--- src/rtl/ccm_coeff_ctrl.sv ---
// rtl/ccm_coeff_ctrl.sv - colour-correction coefficient controller; optional readback port under CCM_READBACK_EN
module ccm_coeff_ctrl #(
    parameter int INT_BITS  = 6,
    parameter int FRAC_BITS = 6,
    localparam int W        = INT_BITS + FRAC_BITS
) (
    input  logic                clk,
    input  logic                reset,
    input  logic                wr_en,
    input  logic [3:0]          wr_addr,
    input  logic [W-1:0]        wr_data,
    input  logic                commit,
    input  logic                frame_start,
    input  logic                preset_load,
    input  logic [1:0]          preset_sel,
    output logic [8:0][W-1:0]   cc_coeff,
    output logic                busy,
    output logic                pending,
    output logic                swap_done,
    output logic                wr_err
`ifdef CCM_READBACK_EN
    ,
    input  logic [3:0]          rd_addr,
    output logic [W-1:0]        rd_data
`endif
);

    // Fixed-point constants: 1.0 and BT.601 luma weights rounded to FRAC_BITS
    localparam logic [W-1:0] ONE    = W'(1 << FRAC_BITS);
    localparam logic [W-1:0] GRAY_R = W'((299 * (1 << FRAC_BITS) + 500) / 1000);
    localparam logic [W-1:0] GRAY_G = W'((587 * (1 << FRAC_BITS) + 500) / 1000);
    localparam logic [W-1:0] GRAY_B = W'((114 * (1 << FRAC_BITS) + 500) / 1000);

    typedef enum logic [1:0] {
        S_IDLE    = 2'd0,
        S_PRELOAD = 2'd1,
        S_ARMED   = 2'd2
    } state_t;

    state_t             state, state_next;
    logic               commit_latched, latch_next;
    logic [3:0]         cnt, cnt_next;
    logic [1:0]         sel_q, sel_next;
    logic               do_swap;
    logic               do_wr;
    logic               wr_reject;
    logic [8:0][W-1:0]  shadow;

    // Built-in matrices; index order follows cc_coeff (3r+2 red, 3r+1 green, 3r blue)
    function automatic logic [W-1:0] preset_word(input logic [1:0] sel, input logic [3:0] idx);
        logic [W-1:0] word;
        word = '0;
        case (sel)
            2'd0: begin
                if (idx == 4'd2 || idx == 4'd4 || idx == 4'd6)
                    word = ONE;
            end
            2'd1: begin
                case (idx)
                    4'd0, 4'd3, 4'd6: word = GRAY_B;
                    4'd1, 4'd4, 4'd7: word = GRAY_G;
                    4'd2, 4'd5, 4'd8: word = GRAY_R;
                    default:          word = '0;
                endcase
            end
            2'd2: begin
                if (idx == 4'd0 || idx == 4'd4 || idx == 4'd8)
                    word = ONE;
            end
            default: word = '0;
        endcase
        return word;
    endfunction

    // Control state register: FSM state, latched commit, preload counter and preset index
    always_ff @(posedge clk) begin
        if (reset) begin
            state          <= S_IDLE;
            commit_latched <= 1'b0;
            cnt            <= 4'd0;
            sel_q          <= 2'd0;
        end else begin
            state          <= state_next;
            commit_latched <= latch_next;
            cnt            <= cnt_next;
            sel_q          <= sel_next;
        end
    end

    // Next-state logic plus write acceptance and swap decision
    always_comb begin
        state_next = state;
        latch_next = commit_latched;
        cnt_next   = cnt;
        sel_next   = sel_q;
        do_swap    = 1'b0;
        do_wr      = 1'b0;
        wr_reject  = 1'b0;

        case (state)
            S_IDLE: begin
                // A commit arriving with frame_start only arms; the swap waits for the next frame
                if (preset_load) begin
                    state_next = S_PRELOAD;
                    cnt_next   = 4'd0;
                    sel_next   = preset_sel;
                    latch_next = commit;
                end else if (commit) begin
                    state_next = S_ARMED;
                end
            end
            S_PRELOAD: begin
                // frame_start is ignored here so a half-loaded shadow is never applied
                if (commit)
                    latch_next = 1'b1;
                if (cnt == 4'd8) begin
                    state_next = (commit_latched || commit) ? S_ARMED : S_IDLE;
                    latch_next = 1'b0;
                    cnt_next   = 4'd0;
                end else begin
                    cnt_next = cnt + 4'd1;
                end
            end
            S_ARMED: begin
                // Reloading a preset keeps the commit; it carries through PRELOAD in the latch
                if (preset_load) begin
                    state_next = S_PRELOAD;
                    cnt_next   = 4'd0;
                    sel_next   = preset_sel;
                    latch_next = 1'b1;
                end else if (frame_start) begin
                    state_next = S_IDLE;
                    do_swap    = 1'b1;
                end
            end
            default: begin
                state_next = S_IDLE;
                latch_next = 1'b0;
                cnt_next   = 4'd0;
            end
        endcase

        // preset_load outranks a host write in the same cycle
        if (wr_en) begin
            if (state == S_PRELOAD || preset_load || wr_addr > 4'd8)
                wr_reject = 1'b1;
            else
                do_wr = 1'b1;
        end
    end

    // Coefficient banks and registered status outputs
    always_ff @(posedge clk) begin
        if (reset) begin
            for (int i = 0; i < 9; i++) begin
                shadow[i]   <= preset_word(2'd0, 4'(i));
                cc_coeff[i] <= preset_word(2'd0, 4'(i));
            end
            busy      <= 1'b0;
            pending   <= 1'b0;
            swap_done <= 1'b0;
            wr_err    <= 1'b0;
        end else begin
            busy      <= (state_next == S_PRELOAD);
            pending   <= (state_next == S_ARMED) || latch_next;
            swap_done <= do_swap;
            wr_err    <= wr_reject;
            // Active takes the pre-write shadow when a write shares the swap cycle
            if (do_swap)
                cc_coeff <= shadow;
            if (state == S_PRELOAD)
                shadow[cnt] <= preset_word(sel_q, cnt);
            if (do_wr)
                shadow[wr_addr] <= wr_data;
        end
    end

`ifdef CCM_READBACK_EN
    // Registered readback of the active bank; out-of-range indices read as zero
    always_ff @(posedge clk) begin
        if (reset)
            rd_data <= '0;
        else if (rd_addr <= 4'd8)
            rd_data <= cc_coeff[rd_addr];
        else
            rd_data <= '0;
    end
`endif

endmodule

--- config.mk ---
export PLATFORM = sky130hd
export DESIGN_NAME = ccm_coeff_ctrl
export DESIGN_NICKNAME = d
export VERILOG_FILES = /design/src/rtl/ccm_coeff_ctrl.sv
export SDC_FILE = /design/constraint.sdc
export NUM_CORES = 1
export LEC_CHECK = 0
export CORE_MARGIN = 2
export CORE_UTILIZATION = 45
export CTS_CLUSTER_SIZE = 28
export DETAILED_ROUTE_END_ITERATION = 8
export GPL_ROUTABILITY_DRIVEN = 0
export MAX_ROUTING_LAYER = met4
export PLACE_DENSITY = 0.77
export SLEW_MARGIN = 25
export SYNTH_ARGS = -nofsm -noshare
export SYNTH_HDL_FRONTEND = slang
export SYNTH_SLANG_ARGS = --single-unit
export TNS_END_PERCENT = 20
--- constraint.sdc ---
create_clock -name clk -period 1.9 [get_ports clk]
set_input_delay 0.38 -clock clk [delete_from_list [all_inputs] [get_ports clk]]
set_output_delay 0.38 -clock clk [all_outputs]
set_load 0.01 [all_outputs]
After elaboration in Yosys (flattened, before gate mapping)
Memory sizes are Yosys's and may differ from the RTL's. A register that Yosys moved wholly into a read port is not among the register bits.
Index checks and enable logic that the tools add are counted.
{"block": "word_totals", "reg_bits": 229, "romBits": 80, "in_bits": 24, "out_inout_bits": 112, "elab_cells": 98, "n_memories": 1}
{"block": "op_classes", "n_addsub": 1, "n_lt_le_gt_ge": 5, "n_eq_ne": 11, "mux": 37, "n_bitwise": 1, "n_reduce_logical": 16}
{"name": "(no name shown)", "depth": 16, "word_bits": 5, "read_ports": 1, "rd_ports_with_merged_regs": 1, "wr": 0, "line": "59", "text": "case (idx)"}
{"cell": "108-bit two-way mux", "count": 3}
{"cell": "108-bit bitwise mux", "count": 2}
{"cell": "12-bit demux with 4-bit select", "count": 2}
{"cell": "12-bit two-way mux", "count": 4}
{"cell": "12-bit case mux with 3 select lines", "count": 1}
{"cell": "4-bit two-way mux", "count": 4}
{"cell": "7-bit two-way mux", "count": 2}
{"cell": "2-bit two-way mux", "count": 6}
{"cell": "4-bit by 5-bit less-than comparator with 1-bit output (second input constant)", "count": 2}
{"cell": "1-bit two-way mux", "count": 10}
{"cell": "4-bit by 3-bit equality test with 1-bit output (second input constant)", "count": 2}
{"cell": "4-bit by 1-bit greater-or-equal comparator with 1-bit output (second input constant)", "count": 2}
{"cell": "1-bit logical OR", "count": 8}
{"cell": "4-bit case mux with 2 select lines", "count": 1}
{"cell": "2-bit by 1-bit equality test with 1-bit output (second input constant)", "count": 3}
{"cell": "2-bit equality test (second input constant)", "count": 3}
{"cell": "2-bit case mux with 3 select lines", "count": 1}
{"cell": "4-bit by 1-bit adder with 4-bit output (second input constant)", "count": 1}
{"cell": "4-bit by 2-bit equality test with 1-bit output (second input constant)", "count": 1}
{"cell": "4-bit equality test (second input constant)", "count": 1}
{"cell": "4-bit > comparator (second input constant)", "count": 1}
{"cell": "2-bit zero test", "count": 2}
{"cell": "4-bit zero test", "count": 1}
{"cell": "2-bit OR reduction", "count": 2}
{"cell": "other kinds (5)", "count": 6}

Depth between registers and ports, before layout
{"block": "depth", "ltp_word": 12, "depth_mapped": 10, "mapped_depth_nobuf": 10}

Worst setup path before layout
OpenSTA, ideal clock, no wires.
{"block": "synth_path", "path_kind": "flip-flop to flip-flop", "startpoint": "reg cnt[0]", "endpoint": "reg (tool-made name)", "setup_ps": 74, "arrival_ps": 1905, "t_required_ps": 1826, "slack_ps": -80, "stages_incl_launch_ff": 11, "n_path_buf": 0, "period_less_slack_ps": 1980, "cell_sequence": "dfxtp_1 -> inv_1 -> ha_1 -> nand2_1 -> o21ai_0 -> o21ai_0 -> nand2b_1 -> ha_1 -> inv_1 -> mux2_2 -> o21ai_0"}
{"element": "start, declared", "line": "42", "text": "logic [3:0] cnt, cnt_next;"}
{"element": "start signal, assigned", "line": "85", "text": "cnt <= cnt_next;"}

Worst setup path in the final report
{"block": "layout_path", "startpoint": "reg state[0]", "endpoint": "reg shadow[81] (netlist name)"}
{"block": "layout_between", "elab_chain_len": 6, "word_cells_on_any_way": 9, "cone_classes": "eq/ne: 1; mux: 6; reduce/logical: 2"}
{"element": "start, declared", "line": "40", "text": "state_t state, state_next;"}
{"element": "start signal, assigned", "line": "83", "text": "state <= state_next;"}
{"element": "2-bit by 1-bit equality test with 1-bit output (*)", "line": "145, 171"}
{"element": "1-bit logical OR (2 in series)", "line": "145", "text": "if (state == S_PRELOAD || preset_load || wr_addr > 4'd8)"}
{"element": "1-bit two-way mux", "line": "145"}
{"element": "1-bit two-way mux", "line": "144", "text": "if (wr_en) begin"}
{"element": "108-bit two-way mux (*)", "line": "173", "text": "if (do_wr)"}
{"element": "end signal, assigned by index", "line": "156", "text": "shadow[i] <= preset_word(2'd0, 4'(i));"}
{"element": "end signal, assigned by index", "line": "172", "text": "shadow[cnt] <= preset_word(sel_q, cnt);"}
{"element": "end signal, assigned by index", "line": "174", "text": "shadow[wr_addr] <= wr_data;"}
{"element": "end, declared", "line": "47", "text": "logic [8:0][W-1:0] shadow;"}
Mark *: on every way between the ends. The rest lies on a longest branch, timed or not. The select of a mux whose other input is x is not followed.
A chain may end at the register's enable or synchronous reset.

==> summary.md <==
| Metric | Value |
|---|---|
| Status | `finished clean` |
| Worst-path clk slew | `0.06 ns` |
| Number of remaining DRC errors | `0` |
| HP Class | `input port to flop` |
| Pleak | `0.00428 uW` |
| Synth Instances | `1,146` |
| YS warnings | `0` |
| Synth top area cells | `dfxtp_1 (51%), nand2_1 (12%), a21oi_1 (9.0%), nor2_1 (4.7%), a211oi_1 (4.4%)` |
| Starting Density | `0.456` |
| Routed vias | `8,483` |
| Post-Layout Cell Count | `1,590` |
| TritonCTS clock tree | `done` |
| Vias in the first global route | `7,954` |
| Post-route ant nets | `0` |
| Share of cells above drive strength 1 | `0.123` |
| Hpwl dp | `17.3 mm` |
| CP arrival | `2.28 ns` |
| Chip Height | `147 um` |
| Num CTS Buffers | `24` |
| Synth cell types | `46` |
| Vias per cell | `5.34` |
| Startpoint Class | `flop` |
| Synth area leader | `dfxtp_1` |
| Fin crit period | `1.84 ns` |
| P per Cell Area | `842 nW/um^2` |
| Clk sinks | `234` |
| Slew HR | `0.537` |
| Ys async rst share | `0` |
| RSZ-0062 raised after global routing | `true` |
| Largest net degree at the start of global routing | `88` |
| Syn Nets | `1,179` |
| Critical Path Fanout Max | `7` |
| Hold Buf Count CTS | `0` |
| Syn_area_per_cell | `7.99 sq um` |
| Net count, final | `1,336` |
| Clock skew | `0.0114 ns` |
| Die area | `21,500 sq um` |
| Max IR drop VDD | `0.656 mV` |
| Syn-to-layout area delta | `33.8%` |
| Setup CP Type | `flop to flop` |
| Setup violators final | `0` |
| Sequential fraction of the synthesis area | `0.511` |
| Root buffer cell | `clkbuf_16` |
| I/O pin count | `136` |
| Max Fclk | `0.543 GHz` |
| Net Sw Frac | `0.222` |
| Top post-synthesis cells by count | `nand2_1 (290), dfxtp_1 (234), a21oi_1 (165), nor2_1 (114), clkbuf_1 (62)` |
| First-pass GRT wire length | `40.4 mm` |
| Top-count cell post-synth | `nand2_1` |
| Post-layout util | `0.609` |
| Initial antenna violation count | `2` |
| Worst skew pair latency | `0.51 ns` |
| Drt pass-1 iters | `5` |
| Worst-Margin Slew | `0.695 ns` |
| Placed cell count | `1,545` |
| Tot GR Track Use | `0.236` |
| CORE AREA | `20,100 sq um` |
| Crit end category | `flop` |
| Sw power | `2290 uW` |
| Slew Limit Fails | `0` |
| Port Buffer Count | `135` |
| Gate power share | `0.059` |
| Cell Int Power | `8020 uW` |
| Die width | `147 um` |
| Tcrit/Tclk final | `0.970` |
| WL per Instance | `16.1 um` |
| Fin. Hold Viols | `0` |
| Clock Power Share | `0.459` |
| WP data required | `2.34 ns` |
| Post-Syn Area | `9160 sq um` |
| Clock Tree Buf Depth | `3` |
| Seq pwr share | `0.482` |
| Rows | `52` |
| Flops & latches, synth | `234` |
| Post-synth top flop | `dfxtp_1` |
| Max-cap violations | `0` |
| Synth top area share | `0.511` |
| CTS H-tree depth | `1` |
| Starting DRT DRC Count | `818` |
| WL final | `25.6 mm` |
| EDFF count, synth | `0` |
| Global route overflow | `0` |
worst paths after layout:
check / endpoint / cells past startpoint / from / slack (ns)
worst max-delay path: shadow[81] / 7 / state[0] / 0.06
worst min-delay path: cnt[0] / 4 / reset / 0.30
worst max register to register: shadow[81] / 7 / state[0] / 0.06
worst min register to register: cc_coeff[52] / 2 / cc_coeff[52] / 0.45
final cells by class:
cell class                 count  area, sq um
tap                          270          338
multi-input combinational    806         4060
antenna                        2         5.00
sequential                   234         4690
fill                        1710         7850
clock inverter                 6         57.6
clock buffer                  35          743
inverter                       8         30.0
timing repair buffer         229         2330
critical path, stage by stage (launching register included):
cell and delay [ns]:
dfxtp_2 0.33, nor2b_4 0.13, buf_6 0.13, or4b_4 0.54, nor3_4 0.24, clkbuf_16 0.20
nand2_1 0.06, a21oi_2 0.13
power groups by stage:
stage	Clock, uW	Sequential, uW	Combinational, uW
after CTS	4780	4980	586
final	4730	4980	608
after global routing	5000	4980	648
after global placement	0	5080	575
after detailed placement	0	5080	582
after floorplan	0	5080	300
cells by family (layout without fill, tap and decap cells):
kind of cell / Yosys count / count (layout) / share of synthesized area
AO/OA/AOI/OAI: 243 / 243 / 0.153
adder cells (fa/ha/maj): 9 / 9 / 0.0123
buffers and inverters: 106 / 278 / 0.0499
flip-flops: 234 / 234 / 0.511
multiplexers: 12 / 12 / 0.0133
other: 0 / 2 / 0
AND/OR/NAND/NOR: 542 / 542 / 0.260
registers in the layout (all words and copies together) (netlist names), 2 cells and up, named ones only:
| signal | count |
|---|---|
| cc_coeff | 108 |
| shadow | 108 |
| cnt | 4 |
| sel_q | 2 |
| state | 2 |
through the flow:
step	instance area, sq um	hold slack [ns]	setup slack (ns)	setup TNS [ns]	power [uW]
final	12300	0.299	0.0575	0	10300
after global placement	11400	0.439	-0.297	-30.00	5660
after detailed placement	11400	0.446	-0.326	-37.85	5670
after CTS	12200	0.293	0.0353	0	10300
after floorplan	9160	0.432	0.00335	0	5380
after global routing	12300	0.311	-0.0695	-0.117	10600
cells in the final DEF (no fill, tap or decap), types with 7 or more instances in the layout:
master           count
a21oi_1            163
nand2_1            288
nand3_1             53
dfxtp_1            230
nor2_1             114
buf_12              20
buf_4               72
nor3_1              40
clkbuf_8             8
a22oi_1              7
clkbuf_16           26
inv_1                8
a211oi_1            53
mux2i_1             11
clkdlybuf4s50_1    134
ha_1                 9
timing repair:
action                                  4_1_cts  5_1_grt
pin swaps                                     0        0
endpoints found under the hold margin         0        0
resized for setup                             1       12
endpoints found under the setup margin        1       17
setup buffers                                 0        1
cloned                                        0        1
routing by layer:
layer  track usage  vias to the layer above  part of all wire
li1              -                     4161                 -
met4        0.0748                        0             0.027
met3        0.0463                       57             0.072
met1         0.317                     3961              0.45
met5             -                        -                 0
met2         0.361                      304              0.46
(Power assumes the default switching activity.)
